[src/rtl/regdump_pkg.sv]
// Shared types and constants for the register-dump UART engine.
// The dump FSM and the byte transmitter both import this package.
package regdump_pkg;

  typedef enum logic [2:0] {
    IDLE,
    HDR,
    SEL,
    CAP,
    SEND,
    FIN
  } dump_state_t;

  localparam bit   MSB_FIRST      = 1'b1;
  localparam logic START_BIT      = 1'b0;
  localparam logic STOP_BIT       = 1'b1;
  localparam int   BITS_PER_FRAME = 10;

  // Byte bc of a captured word in transmit order (bc=0 is sent first).
  function automatic logic [7:0] word_byte(input logic [31:0] word, input logic [1:0] bc);
    logic [1:0] lane;
    lane = MSB_FIRST ? (2'd3 - bc) : bc;
    return word[{lane, 3'b000} +: 8];
  endfunction

endpackage

[src/rtl/uart_tx_byte.sv]
// 8N1 byte transmitter with a valid/ready input; one idle (ready) cycle of
// tx=1 separates consecutive frames.
module uart_tx_byte
  import regdump_pkg::*;
#(
  parameter int CLKS_PER_BIT = 16
) (
  input  logic       clk,
  input  logic       rstn,
  input  logic [7:0] data,
  input  logic       valid,
  output logic       ready,
  output logic       tx
);

  localparam int             TW        = (CLKS_PER_BIT > 2) ? $clog2(CLKS_PER_BIT) : 1;
  localparam logic [TW-1:0]  LAST_TICK = TW'(CLKS_PER_BIT - 1);
  localparam logic [3:0]     LAST_BIT  = 4'(BITS_PER_FRAME - 1);

  logic          active;
  logic [TW-1:0] bit_timer;
  logic [3:0]    bit_cnt;   // 0 = start, 1..8 = data, 9 = stop
  logic [7:0]    shreg;

  assign ready = ~active;

  // NOTE: sequential state uses non-blocking assignments so every flop
  // samples pre-edge values regardless of statement order.
  always_ff @(posedge clk or negedge rstn) begin
    if (!rstn) begin
      active    <= 1'b0;
      bit_timer <= '0;
      bit_cnt   <= '0;
      shreg     <= '0;
      tx        <= STOP_BIT;
    end else if (!active) begin
      if (valid) begin
        active    <= 1'b1;
        bit_timer <= '0;
        bit_cnt   <= '0;
        shreg     <= data;
        tx        <= START_BIT;
      end
    end else if (bit_timer != LAST_TICK) begin
      bit_timer <= bit_timer + 1'b1;
    end else begin
      bit_timer <= '0;
      if (bit_cnt == LAST_BIT) begin
        active <= 1'b0;
      end else begin
        bit_cnt <= bit_cnt + 4'd1;
        if (bit_cnt == LAST_BIT - 4'd1) begin
          tx <= STOP_BIT;
        end else begin
          tx    <= shreg[0];
          shreg <= shreg >> 1;
        end
      end
    end
  end

endmodule

[src/rtl/regdump_uart_tx.sv]
// Debug register-dump engine: walks the CPU debug read port and streams a
// sync byte followed by every register (MSB byte first) over an 8N1 UART.
module regdump_uart_tx
  import regdump_pkg::*;
#(
  parameter int         CLKS_PER_BIT = 16,
  parameter int         NUM_REGS     = 32,
  parameter int         SETTLE       = 1,
  parameter logic [7:0] SYNC_BYTE    = 8'h5A
) (
  input  logic        clk,
  input  logic        rstn,
  input  logic        start,
  output logic [4:0]  reg_sel,
  input  logic [31:0] reg_data,
  output logic        tx,
  output logic        busy,
  output logic        done
);

  localparam logic [4:0] LAST_IDX    = 5'(NUM_REGS - 1);
  localparam logic [3:0] LAST_SETTLE = 4'(SETTLE - 1);

  dump_state_t state;
  logic [4:0]  idx;
  logic [1:0]  bc;
  logic [3:0]  settle_cnt;
  logic [31:0] shadow;
  logic        byte_valid;
  logic        byte_ready;
  logic [7:0]  byte_data;
  logic        accept;

  // NOTE: a fully specified conditional assign cannot infer a latch.
  assign byte_data = (state == HDR) ? SYNC_BYTE : word_byte(shadow, bc);
  assign accept    = byte_valid & byte_ready;

  uart_tx_byte #(
    .CLKS_PER_BIT(CLKS_PER_BIT)
  ) u_tx (
    .clk  (clk),
    .rstn (rstn),
    .data (byte_data),
    .valid(byte_valid),
    .ready(byte_ready),
    .tx   (tx)
  );

  // NOTE: shadow is a plain register, not a memory array, so it is reset
  // with the rest of the state.
  always_ff @(posedge clk or negedge rstn) begin
    if (!rstn) begin
      state      <= IDLE;
      idx        <= '0;
      bc         <= '0;
      settle_cnt <= '0;
      shadow     <= '0;
      reg_sel    <= '0;
      byte_valid <= 1'b0;
      busy       <= 1'b0;
      done       <= 1'b0;
    end else begin
      done <= 1'b0;
      unique case (state)
        IDLE: begin
          // The done cycle is still IDLE; a start landing on it is dropped.
          if (start && !done) begin
            state      <= HDR;
            busy       <= 1'b1;
            byte_valid <= 1'b1;
          end
        end
        HDR: begin
          if (accept) begin
            byte_valid <= 1'b0;
            idx        <= '0;
            reg_sel    <= '0;
            settle_cnt <= '0;
            state      <= SEL;
          end
        end
        SEL: begin
          if (settle_cnt == LAST_SETTLE) begin
            settle_cnt <= '0;
            state      <= CAP;
          end else begin
            settle_cnt <= settle_cnt + 4'd1;
          end
        end
        CAP: begin
          shadow     <= reg_data;
          bc         <= '0;
          byte_valid <= 1'b1;
          state      <= SEND;
        end
        SEND: begin
          if (accept) begin
            if (bc == 2'd3) begin
              byte_valid <= 1'b0;
              if (idx == LAST_IDX) begin
                state <= FIN;
              end else begin
                idx        <= idx + 5'd1;
                reg_sel    <= idx + 5'd1;
                settle_cnt <= '0;
                state      <= SEL;
              end
            end else begin
              bc <= bc + 2'd1;
            end
          end
        end
        FIN: begin
          if (byte_ready) begin
            done    <= 1'b1;
            busy    <= 1'b0;
            idx     <= '0;
            reg_sel <= '0;
            state   <= IDLE;
          end
        end
        default: state <= IDLE;
      endcase
    end
  end

endmodule

[config.mk]
export PLATFORM = sky130hd
export DESIGN_NAME = regdump_uart_tx
export DESIGN_NICKNAME = d
export VERILOG_FILES = /design/src/rtl/regdump_pkg.sv /design/src/rtl/uart_tx_byte.sv /design/src/rtl/regdump_uart_tx.sv
export SDC_FILE = /design/constraint.sdc
export NUM_CORES = 1
export LEC_CHECK = 0
export CAP_MARGIN = 20
export CORE_MARGIN = 2
export CORE_UTILIZATION = 45
export DETAILED_ROUTE_END_ITERATION = 10
export GPL_ROUTABILITY_DRIVEN = 0
export HOLD_SLACK_MARGIN = 0.12
export PLACE_DENSITY = 0.7
export SYNTH_ARGS = -nofsm -noshare
export SYNTH_HDL_FRONTEND = slang
export SYNTH_HIERARCHICAL = 1
export SYNTH_SLANG_ARGS = --single-unit
[constraint.sdc]
create_clock -name clk -period 2.05 [get_ports clk]
set_clock_uncertainty 0.1 [all_clocks]
set_input_delay 0.5125 -clock clk [delete_from_list [all_inputs] [get_ports clk]]
set_output_delay 0.5125 -clock clk [all_outputs]
set_load 0.05 [all_outputs]
==> impl_metrics.json, run 1 <==
{
  "drt_first_pass_iters": 4,
  "track_usage_pct": 17.1,
  "syn_area_um2": 3370,
  "start_util_pct": 46.5,
  "required_ns": 2.18,
  "async_flop_share_pct": 100,
  "dp.final_hpwl_mm": 4.55,
  "syn_inst": 270,
  "holdWs_ns": 0.406,
  "min_path_type": "reg -> reg",
  "clk_pin_slew_ns": 0.08,
  "route.detailed.drc": 0,
  "via_count": 2331,
  "root_buffer": "clkbuf_8",
  "irDropWorstVdd_uv": 544,
  "instances_no_fill": 442,
  "setup_viol": 0,
  "synth_edf_count": 0,
  "grt_pass1_wl_mm": 11.4,
  "total_power_mw": 2.76,
  "die_y_um": 90.5,
  "worstSetupStartpoint": "bc[0]",
  "grt_max_degree": 52,
  "ff2ff_path_depth": 5,
  "status": "finished, final reports clean",
  "dpl_cell_area_um2": 4040,
  "regToRegEndpoint": "u_tx/shreg[6]",
  "max_cap_violations": 0,
  "netlist-cell-type-count": 53,
  "synth_top_area_share_pct": 49.0,
  "p_leak_nw": 1.92,
  "routed_wl_mm": 6.37,
  "cts_sinks": 67,
  "grt_overflow_total": 0,
  "die_x_um": 90.5,
  "drive_gt1_share_pct": 38.8,
  "core_um2": 7250,
  "drtIter0Drc": 99,
  "area.growth.synth_to_final_pct": 29.0,
  "htreeDepth": 3,
  "ant_nets": 0,
  "cts_buffer_depth": 2,
  "cts_tree": "yes",
  "netlist_top_cells_area": "dfrtp_1, mux2_2, mux4_2",
  "yosysSeqAreaShare_pct": 49.8,
  "mostFrequentLayoutCell": "dfrtp_1",
  "slew_violations": 0,
  "finalSetupTns_ns": 0,
  "synthesis.nets": 314,
  "insertion_delay_ns": 0.34,
  "antenna_found_initial": 0,
  "r2r_slack_ns": 0.03,
  "diodes": 0,
  "final_area_um2": 4350,
  "tightestPinTransition_ns": 0.425,
  "rr_startpoint": "bc[0]",
  "critical_path_class": "reg -> reg",
  "fin_crit_ns": 2.02,
  "synth_seq_cells": 67,
  "yosysTopAreaCell": "dfrtp_1",
  "fmax_ghz": 0.496,
  "crit_path_end": "u_tx/shreg[6]",
  "nNetsFinal": 382,
  "dieArea_um2": 8200,
  "viasPerCell": 5.27,
  "placed_cells": 417,
  "final_cell_mix": "dfrtp_1, mux2_2, clkdlybuf4s50_1, buf_4, nand2_1",
  "power_density_nw_per_um2": 634,
  "rsz0062_at_grt": "true",
  "synth_warnings": 6,
  "num-fill-cells": 572,
  "cp-end-kind": "register",
  "hold_viol": 0,
  "cp_max_fo": 8,
  "ys.flop_type": "dfrtp_1",
  "cp.arrival_ns": 2.15,
  "grt_pass1_vias": 2458,
  "synth.avg_cell_area_um2": 12.5,
  "rows": 31,
  "port_buffers": 42,
  "relSlewSlack_pct": 71.6,
  "finalCritPeriodShare_pct": 98.4,
  "wl_per_cell_um": 14.4,
  "cts_buffers": 9,
  "cp-start-kind": "register",
  "io_pins": 43
}
[synthesized netlist by cell type (all sizes together), types with 2 or more instances]
| cell type | instances |
|---|---|
| a21oi | 11 |
| a22o | 3 |
| a31oi | 2 |
| and3 | 4 |
| and4b | 2 |
| buf | 13 |
| dfrtp | 66 |
| ha | 9 |
| inv | 11 |
| mux2 | 49 |
| mux2i | 3 |
| mux4 | 8 |
| nand2 | 16 |
| nand3 | 9 |
| nand3b | 2 |
| nor2 | 5 |
| nor2b | 5 |
| nor3 | 3 |
| nor3b | 3 |
| o21a | 3 |
| o21ai | 12 |
| o22ai | 2 |
| o2bb2ai | 2 |
| or2 | 4 |
| or3b | 2 |
| xnor2 | 2 |
[cell type report]
type	count	area, um2	share of cell area, %
clock inverters	7	77.6	1.78
well taps	99	124	2.85
multi-input cells	178	1630	37.5
clock buffers	9	124	2.85
inverters	11	41.3	0.949
flip-flops and latches	67	1680	38.7
repair buffers	71	669	15.4
[logic make-up after synthesis]
group	Yosys count	synth area share, %
DFF	67	49.8
and+or+nand+nor	62	10.9
muxes	60	22.6
AOI/OAI and AO/OA	45	8.91
buffers and inverters	25	3.97
adders and majority gates	9	3.34
xor gates and xnor gates	2	0.520
[where the power goes]
part / switching (mW) / leakage [nW] / internal (mW)
Combinational: 0.0968 / 1.01 / 0.139
Sequential: 0.0297 / 0.812 / 1.37
Clock: 0.548 / 0.0998 / 0.570
Total: 0.674 / 1.92 / 2.08
[critical path, cell delays in order, from the launching register on]
cell     delay (ns)
dfrtp_1        0.39
buf_12         0.14
mux4_2         0.49
or2_2          0.28
mux2_2         0.25
mux2_2         0.25
[stage by stage]
step                      utilization (%)  setup slack (ns)
after global placement               55.8            0.0495
final                                60.0            0.0338
after global routing                 60.0           -0.0481
after floorplan                         -           -0.0192
after detailed placement             55.8           0.00393
after CTS                            59.0          0.000367
[repair_timing]
| item | in CTS | in global routing |
|---|---|---|
| pin swaps | 0 | 1 |
| endpoints found under the setup margin | 1 | 11 |
| hold buffers | 1 | 0 |
| gates resized for setup | 0 | 10 |
| hold endpoints to repair | 66 | 0 |
| buffers inserted | 3 | 5 |
[metal layers]
layer | GRT usage (%) | up-vias | share of wire [%]
met2 | 26.4 | 50 | 47
met3 | 4.42 | 9 | 4.0
met5 | 0 | - | 0
li1 | - | 1125 | -
met4 | 5.51 | 0 | 1.3
met1 | 23.7 | 1147 | 48
[flip-flops by register name, indices dropped and copies added (netlist names)]
| name | cells |
|---|---|
| bc | 2 |
| busy | 1 |
| byte_valid | 1 |
| done | 1 |
| idx | 5 |
| settle_cnt | 4 |
| shadow | 32 |
| state | 3 |
| u_tx/active | 1 |
| u_tx/bit_cnt | 4 |
| u_tx/bit_timer | 4 |
| u_tx/shreg | 8 |
| u_tx/tx | 1 |
[worst min path at each step]
stage,from,end,slack (ns),depth (start not counted)
3_5_place_dp,u_tx/shreg[1],u_tx/shreg[1],0.39,1
5_1_grt,shadow[13],shadow[13],0.43,1
2_1_floorplan,rstn,bc[0],0.12,0
3_3_place_gp,shadow[31],shadow[31],0.38,1
6_report,shadow[26],shadow[26],0.41,1
4_1_cts,u_tx/shreg[1],u_tx/shreg[1],0.41,1
No activity file was read; power rests on OpenSTA's default activity.
==> run 2, diff against run 1 <==
CORE_ASPECT_RATIO = 1.4   (was default)
==> impl_metrics.json, run 2 (synthesis results as in run 1) <==
{
  "slew_violations": 0,
  "dieArea_um2": 8210,
  "largest_reg_flops": 32,
  "total_power_mw": 2.76,
  "min_path_type": "reg -> reg",
  "worst_slack_ns": 0.0300,
  "drtIter0Drc": 172,
  "crit_family": "multiplexers",
  "required_ns": 2.18,
  "routed_wl_mm": 6.58,
  "mostFrequentLayoutCell": "dfrtp_1",
  "clk_pin_slew_ns": 0.07,
  "diodes": 0,
  "viasPerCell": 5.34,
  "cts_buffers": 9,
  "tightestPinTransition_ns": 0.437,
  "max_stage_delay_ns": 0.48,
  "nNetsFinal": 378,
  "setup_viol": 0,
  "core_um2": 7310,
  "final_cell_mix": "dfrtp_1, mux2_2, clkdlybuf4s50_1, buf_4, nand2_1",
  "relSlewSlack_pct": 70.9,
  "max_cap_violations": 0,
  "cp.arrival_ns": 2.15,
  "cts_buffer_depth": 2,
  "irDropWorstVdd_uv": 603,
  "final_area_um2": 4340,
  "fin_crit_ns": 2.02,
  "dp.final_hpwl_mm": 4.86,
  "antenna_found_initial": 0,
  "finalCritPeriodShare_pct": 98.5,
  "power_density_nw_per_um2": 636,
  "status": "finished, final reports clean",
  "fmax_ghz": 0.495,
  "cp-start-kind": "register",
  "track_usage_pct": 17.5,
  "ant_nets": 0,
  "wl_per_cell_um": 15.1,
  "cp_max_fo": 5,
  "htreeDepth": 3,
  "rsz0062_at_grt": "true",
  "grt_pass1_wl_mm": 11.4,
  "crit_buf_inv": 1,
  "r2r_slack_ns": 0.03,
  "path_cells": "buf_12 > mux4_2 > or2_4 > mux2_4 > mux2_2",
  "top_regs": "shadow x32, u_tx/shreg x8, idx x5",
  "insertion_delay_ns": 0.34,
  "root_buffer": "clkbuf_8",
  "cp_slowest_cell": "mux4_2",
  "io_pins": 43,
  "drt_first_pass_iters": 4,
  "cts_tree": "yes",
  "port_buffers": 42,
  "dp_slack_ns": 0.00689,
  "start_util_pct": 46.1,
  "grt_pass1_vias": 2501,
  "route.detailed.drc": 0,
  "final_core_util_pct": 59.3,
  "grt_max_degree": 35,
  "drive_gt1_share_pct": 37.8,
  "critical_path_class": "reg -> reg",
  "dpl_cell_area_um2": 4060,
  "grt_overflow_total": 0,
  "area.growth.synth_to_final_pct": 28.7,
  "p_leak_nw": 1.90,
  "hold_viol": 0,
  "via_count": 2329,
  "rows": 37,
  "top_register": "shadow",
  "cts_sinks": 67,
  "die_x_um": 77.1,
  "cp-end-kind": "register",
  "die_y_um": 106
}
==> run 2: cell count changes in the layout (fill, tap and decap cells not counted), moves of 2 or more <==
cell,change
buf_4,-5
or2_2,-3
or2_4,+3
clkbuf_8,+2
clkinv_4,-2
mux2_2,+2
mux2_4,-2
==> run 2: path summary, 6_finish.rpt <==
path                            start  cells past startpoint       endpoint
max in group asynchronous        rstn                      3        u_tx/tx
min in group asynchronous        rstn                      2     shadow[13]
min                        shadow[31]                      1     shadow[31]
min reg2reg                shadow[31]                      1     shadow[31]
max reg2reg                     bc[0]                      5  u_tx/shreg[3]
max                             bc[0]                      5  u_tx/shreg[3]
==> run 2: layer usage <==
| layer | wire length, um | global-route usage [%] |
|---|---|---|
| met1 | 2710 | 20.6 |
| met2 | 3570 | 30.6 |
| met3 | 198 | 4.24 |
| met4 | 104 | 6.89 |
| met5 | 0 | 0 |
==> run 2: timing repair <==
item	4_1_cts	5_1_grt
endpoints found under the hold margin	14	0
resized for setup	2	7
endpoints found under the setup margin	3	9
buffers inserted	1	1
pin swaps	0	2
gates cloned	0	1
hold buffers	1	0
==> run 2: layout make-up <==
cell class | count | area [um2]
Tap cell | 97 | 121
Clock buffer | 12 | 155
Sequential cell | 67 | 1680
Timing Repair Buffer | 67 | 666
Inverter | 11 | 41.3
Clock inverter | 4 | 48.8
Fill cell | 628 | 2980
Multi-Input combinational cell | 178 | 1620
==> run 2: stage by stage <==
| stage | TNS, ns | std cells | hold slack [ns] |
|---|---|---|---|
| detailed placement | 0 | 416 | 0.378 |
| global route | -0.102 | 436 | 0.417 |
| CTS | 0 | 434 | 0.410 |
| floorplan | -0.0192 | 270 | 0.117 |
| finish | 0 | 436 | 0.406 |
| global placement | 0 | 416 | 0.372 |
==> run 2: where the power goes <==
part / switching [mW] / leakage [nW] / internal (mW)
Sequential: 0.0288 / 0.812 / 1.37
Combinational: 0.100 / 0.979 / 0.142
Clock: 0.487 / 0.106 / 0.626
